[src/rtl/tdm_demux_1to4.sv]
// tdm_demux_1to4
//   Receive-side 1-to-4 time-division demultiplexer. Aligns to the frame-sync
//   flag that marks slot 0 and tracks the slot number of the next expected
//   beat. It collects slots 0..2 in shadow registers and publishes all four
//   channels together, as one registered frame, on the slot-3 beat.
//
// Ports
//   clk          rising-edge clock
//   rst_n        asynchronous active-low reset
//   din          serial TDM data beat (WIDTH bits)
//   din_valid    din/frame_sync are only sampled when 1
//   frame_sync   marks the beat carrying slot 0
//   ch0..ch3     demultiplexed channel samples, registered
//   frame_valid  1-cycle pulse when ch0..ch3 take a new complete frame
//   slot         slot number of the next expected beat (0 when not locked)
//   locked       1 while aligned to the incoming frame
//   sync_err     1-cycle pulse on a sync violation
module tdm_demux_1to4 #(
    parameter int WIDTH = 1
) (
    input  logic             clk,
    input  logic             rst_n,
    input  logic [WIDTH-1:0] din,
    input  logic             din_valid,
    input  logic             frame_sync,
    output logic [WIDTH-1:0] ch0,
    output logic [WIDTH-1:0] ch1,
    output logic [WIDTH-1:0] ch2,
    output logic [WIDTH-1:0] ch3,
    output logic             frame_valid,
    output logic [1:0]       slot,
    output logic             locked,
    output logic             sync_err
);

    typedef enum logic {
        HUNT   = 1'b0,
        LOCKED = 1'b1
    } state_t;

    state_t           state_q, state_d;
    logic [1:0]       slot_q, slot_d;
    logic [WIDTH-1:0] sh0_q, sh1_q, sh2_q;
    logic [WIDTH-1:0] sh0_d, sh1_d, sh2_d;
    logic [WIDTH-1:0] ch0_q, ch1_q, ch2_q, ch3_q;
    logic [WIDTH-1:0] ch0_d, ch1_d, ch2_d, ch3_d;
    logic             fv_q, fv_d;
    logic             err_q, err_d;

    // Next-state / datapath decode
    always_comb begin
        state_d = state_q;
        slot_d  = slot_q;
        sh0_d   = sh0_q;
        sh1_d   = sh1_q;
        sh2_d   = sh2_q;
        ch0_d   = ch0_q;
        ch1_d   = ch1_q;
        ch2_d   = ch2_q;
        ch3_d   = ch3_q;
        fv_d    = 1'b0;
        err_d   = 1'b0;

        if (din_valid) begin
            case (state_q)
                HUNT: begin
                    // Unsynced beats while hunting are silently discarded.
                    if (frame_sync) begin
                        sh0_d   = din;
                        slot_d  = 2'd1;
                        state_d = LOCKED;
                    end
                end
                LOCKED: begin
                    if (slot_q == 2'd0) begin
                        if (frame_sync) begin
                            sh0_d  = din;
                            slot_d = 2'd1;
                        end else begin
                            // Missing sync: alignment is lost, start hunting again.
                            err_d   = 1'b1;
                            slot_d  = 2'd0;
                            state_d = HUNT;
                        end
                    end else if (frame_sync) begin
                        // Early sync: abandon the partial frame and restart it
                        // with this beat as slot 0; published channels hold.
                        err_d  = 1'b1;
                        sh0_d  = din;
                        slot_d = 2'd1;
                    end else begin
                        case (slot_q)
                            2'd1:    sh1_d = din;
                            2'd2:    sh2_d = din;
                            default: begin
                                ch0_d = sh0_q;
                                ch1_d = sh1_q;
                                ch2_d = sh2_q;
                                ch3_d = din;
                                fv_d  = 1'b1;
                            end
                        endcase
                        slot_d = slot_q + 2'd1;
                    end
                end
                default: begin
                    state_d = HUNT;
                    slot_d  = 2'd0;
                end
            endcase
        end
    end

    // Register stage
    always_ff @(posedge clk or negedge rst_n) begin
        if (!rst_n) begin
            state_q <= HUNT;
            slot_q  <= 2'd0;
            sh0_q   <= '0;
            sh1_q   <= '0;
            sh2_q   <= '0;
            ch0_q   <= '0;
            ch1_q   <= '0;
            ch2_q   <= '0;
            ch3_q   <= '0;
            fv_q    <= 1'b0;
            err_q   <= 1'b0;
        end else begin
            state_q <= state_d;
            slot_q  <= slot_d;
            sh0_q   <= sh0_d;
            sh1_q   <= sh1_d;
            sh2_q   <= sh2_d;
            ch0_q   <= ch0_d;
            ch1_q   <= ch1_d;
            ch2_q   <= ch2_d;
            ch3_q   <= ch3_d;
            fv_q    <= fv_d;
            err_q   <= err_d;
        end
    end

    assign ch0         = ch0_q;
    assign ch1         = ch1_q;
    assign ch2         = ch2_q;
    assign ch3         = ch3_q;
    assign frame_valid = fv_q;
    assign sync_err    = err_q;
    assign slot        = slot_q;
    assign locked      = (state_q == LOCKED);

endmodule

[config.mk]
export PLATFORM = sky130hd
export DESIGN_NAME = tdm_demux_1to4
export DESIGN_NICKNAME = d
export VERILOG_FILES = /design/src/rtl/tdm_demux_1to4.sv
export SDC_FILE = /design/constraint.sdc
export NUM_CORES = 1
export LEC_CHECK = 0
export ABC_CLOCK_PERIOD_IN_PS = 1530
export CAP_MARGIN = 0
export CORE_MARGIN = 3
export CORE_UTILIZATION = 42
export CTS_CLUSTER_SIZE = 24
export DETAILED_ROUTE_END_ITERATION = 8
export PLACE_DENSITY = 0.73
export SKIP_CTS_REPAIR_TIMING = 1
export SYNTH_ARGS = -nofsm -noshare
export SYNTH_HDL_FRONTEND = slang
export SYNTH_SLANG_ARGS = --single-unit
[constraint.sdc]
create_clock -name clk -period 1.53 [get_ports clk]
set_input_delay 0.306 -clock clk [delete_from_list [all_inputs] [get_ports clk]]
set_output_delay 0.306 -clock clk [all_outputs]
set_load 0.05 [all_outputs]
# Word level (Yosys, flattened, before mapping)
# Index checks and enable logic that the tools add are counted.
# op_classes
n_bitwise,4
div,0
n_eq_ne,3
n_mul,0
muxes,18
order_cmp,0
n_reduce_logical,7
n_addsub,1
shifts,0
# ops
operator,count
$reduce_and 5->1,3
$mux 1,13
$mux 2,3
$not 1->1,4
$pmux 2 s2,1
$reduce_and 2->1,2
$add 2x1->2 const B,1
$eq 2x1->1 const B,1
$eq 2x2->1 const B,1
$logic_not 2->1,1
$ne 2x2->1 const B,1
$pmux 1 s2,1
$reduce_or 2->1,1
# word_totals
ramBits,0
ff_bits,12
latch_bits,0
wordCells,44
inputBits,5
mem_bits_ro,0
mem_count,0

# Depth between registers and ports, before layout
# depth
ltp_word,7
depth_mapped,6
ltp_nobuf,6

# Worst setup path before layout
# Ideal clock, no wire load.
# synth_timing
path_kind,register to register
startpoint,"register slot_q[0], in the netlist slot[0]"
endpoint,register sh1_q
path_slack_ns,-0.254
setup_time_ns,0.127
path_stages_with_launch,7
required_ns,1.403
arrival_time_ns,1.656
n_path_buf,0
period_less_slack_ns,1.784
cell_sequence,dfrtp_1 -> inv_1 -> ha_1 -> inv_1 -> ha_1 -> nand4_1 -> mux2_1
# synth_between
elab_chain_cells,3
elab_cells_between_ends,4
cone_classes,eq/ne: 1; bitwise: 1; reduce/logical: 2
# synth_rtl
element,line_no,text
from (decl),42,"logic [1:0] slot_q, slot_d;"
from (signal assigned),130,slot_q <= slot_d;
$logic_not 2->1,75,if (slot_q == 2'd0) begin
$not 1->1 (no line),n/a,
$reduce_and 5->1 (no line) *,n/a,
to (signal assigned),120,sh1_q <= '0;
to (signal assigned),132,sh1_q <= sh1_d;
to (decl),43,"logic [WIDTH-1:0] sh0_q, sh1_q, sh2_q;"
# Mark *: on every way between the ends. The rest lies on a longest branch, timed or not.
# A chain may end at the register's enable or synchronous reset.

# Worst setup path in the final report
# layout_timing
startpoint,"register slot_q[1], in the netlist slot[1]"
endpoint,register sh2_q
# layout_between
elab_chain_cells,3
elab_cells_between_ends,4
cone_classes,eq/ne: 1; bitwise: 1; reduce/logical: 2
# layout_rtl
element,line_no,text
$logic_not 2->1,75,
$not 1->1 (no line),n/a,
$reduce_and 5->1 (no line) *,n/a,
to (signal assigned),121,sh2_q <= '0;
to (signal assigned),133,sh2_q <= sh2_d;
to (decl),43,
# Marks and branches as above.

==> impl_metrics.yaml <==
run_status:
  outcome: "finished clean"
power:
  fin_total_pwr_mw: 2.04
  ir_drop_mv: 1.17
  p_per_area_nw_per_um2: 2230
  p_leak_nw: 0.440
synthesis:
  synthCells: 45
  synth_seq_area_share_pct: 49.6
  synth_seq_cells: 12
  synth_top_area_cell: "dfrtp_1"
  synth-main-ff-cell: "dfrtp_1"
  synth_enable_flop_cells: 0
  yosys-top-cells-area: "dfrtp_1 (50%), ha_1 (12%), mux2_2 (9.3%)"
  synth_top_area_share_pct: 49.6
  ys_warn_count: 0
  synth_common_cells: "dfrtp_1 (12), ha_1 (6), mux2_2 (5)"
  syn_nets: 56
  synth.distinct_cells: 18
  synthArstFlopShare_pct: 100
  synthesis.area_um2: 606
  yosysMostFrequentCell: "dfrtp_1"
  synth_area_per_cell_um2: 13.5
timing:
  min_period_ps: 1440
  rsz0062_at_grt: "false"
  setup-violations-final: 0
  relSlewSlack_pct: 64.9
  fmaxAchievable_mhz: 693
  hold_slack_ps: 374
  tightest_slew_ps: 525
  fin_ws_ps: 86.3
  drv_slew: 0
  post-route-period-util_pct: 94.4
  clock-skew-final_ps: 5.38
  finalHoldViolCount: 0
floorplan:
  core_um2: 1330
  die_x_um: 44.0
  num_rows: 13
  dieHeight_um: 44.0
  initial_core_util_pct: 45.4
  ios: 14
  dieArea_um2: 1930
layout:
  num-fill-cells: 108
  finalNetCount: 77
  final_layout_size_suffix_gt1_share_pct: 46.2
  area_growth_syn_to_layout_pct: 50.8
  final_cell_area_um2: 913
  final_cells: 80
  diodes: 0
drt:
  viasPerCell: 5.29
  drtIter0Drc: 1
  first_pass_iters: 2
  avgRoutedWirePerCell_um: 13.7
  drt_wl_total_um: 1100
  drc: 0
  ant_nets: 0
  via_count: 423
critical_path:
  critical_path_required_ps: 1690
  critPathSlowestCell: "dfrtp_2"
  path_class: "flop to flop"
  crit_family: "flip-flops"
  start_kind: "flop"
  worst-path-buf-inv: 2
  max_stage_delay_ps: 430
  path_max_fanout: 5
  crit_chain: "inv_4 -> ha_4 -> inv_1 -> ha_1 -> nand4_1 -> mux2_1"
  critPathArrivalTime_ps: 1600
  endpoint_kind: "flop"
clock_network:
  htree_levels: 1
  cts.sinks: 12
  clk_pin_slew_worst_paths_ps: 80
  cts_tree: "yes"
  cts_buffers: 3
  clock_latency_ps: 270
  root_buffer: "clkbuf_4"
  clockBufferDepth: 2
global_route:
  antenna_found_initial: 0
  grt_pass1_vias: 449
  globalRouteTotalUtil_pct: 14.8
  grt_overflow: 0
  grt_max_degree: 13
  grt_pass1_wl_um: 1960
place:
  place_ws_ps: -115
  dpl_cell_area_um2: 875
  numPortBuffers: 13
  hpwl_um: 840
  placed_cells: 76
  gp_congestion: 0.762
flow_run:
  drv_cap: 0
worst_hold_path:
  hp-class: "input pin to async pin"
## registers in the layout (all words and copies together), names as in the netlist
| signal | count |
|---|---|
| frame_valid | 1 |
| ch2 | 1 |
| sh2_q | 1 |
| locked | 1 |
| slot | 2 |
| sync_err | 1 |
| ch3 | 1 |
| sh1_q | 1 |
| ch0 | 1 |
| sh0_q | 1 |
| ch1 | 1 |
## cells in the final DEF (no fill, tap or decap), types with 2 or more instances in the layout
master,count
nand4_1,2
ha_1,5
dfrtp_1,10
nand2_1,2
clkdlybuf4s50_1,4
clkbuf_4,3
dfrtp_2,2
mux2_1,2
buf_4,5
buf_12,9
mux2_2,5
inv_1,2
## logic make-up after synthesis
family / share of synthesized area, %
AO/OA/AOI/OAI: 4.96
adder cells (fa/ha/maj): 12.4
buffers and inverters: 6.20
flip-flops: 49.6
multiplexers: 13.0
AND/OR/NAND/NOR: 13.8
## report_power, final
| group | internal, mW | switching (mW) |
|---|---|---|
| sequential | 0.446 | 0.140 |
| clock | 0.145 | 0.105 |
| combinational | 0.605 | 0.595 |
| total | 1.20 | 0.840 |
## final cells by class
class                   count  area [µm²]  share of cell area (%)
inverters                   4        17.5                    1.92
multi-input cells          27         280                    30.7
repair buffers             18         258                    28.2
clock buffers               4        36.3                    3.97
flip-flops and latches     12         303                    33.2
well taps                  15        18.8                    2.05
## per-stage QoR
stage                     setup TNS [ps]  util [%]
after global routing                   0      68.5
final                                  0      68.5
after CTS                              0      68.3
after floorplan                        0         -
after detailed placement            -387      65.6
after global placement              -136      65.6
## per-layer routing
| metal | vias to the layer above | track usage, % | routed length [µm] |
|---|---|---|---|
| li1 | 202 | - | - |
| met1 | 203 | 16.3 | 457 |
| met2 | 13 | 21.8 | 528 |
| met3 | 5 | 4.56 | 62 |
| met4 | 0 | 14.5 | 50 |
| met5 | - | 0 | 0 |
## worst register-to-register path, delay by kind of cell (launching register included)
family	cells	cell delay [ps]
simple gates	1	110
fa+ha+maj	2	340
buf+inv	2	120
mux	1	330
flops	1	430
## worst paths after layout
kind	start	endpoint	slack, ps	cells after the start
setup / recovery	slot[1]$_DFFE_PN0P_	sh2_q$_DFFE_PN0P_	90	6
hold / removal	rst_n	ch2$_DFFE_PN0P_	370	1
setup reg to reg	slot[1]$_DFFE_PN0P_	sh2_q$_DFFE_PN0P_	90	6
hold reg to reg	sh1_q$_DFFE_PN0P_	sh1_q$_DFFE_PN0P_	500	1
max in group asynchronous	rst_n	slot[1]$_DFFE_PN0P_	770	1
min in group clk	sh1_q$_DFFE_PN0P_	sh1_q$_DFFE_PN0P_	500	1
(Power assumes the default switching activity.)
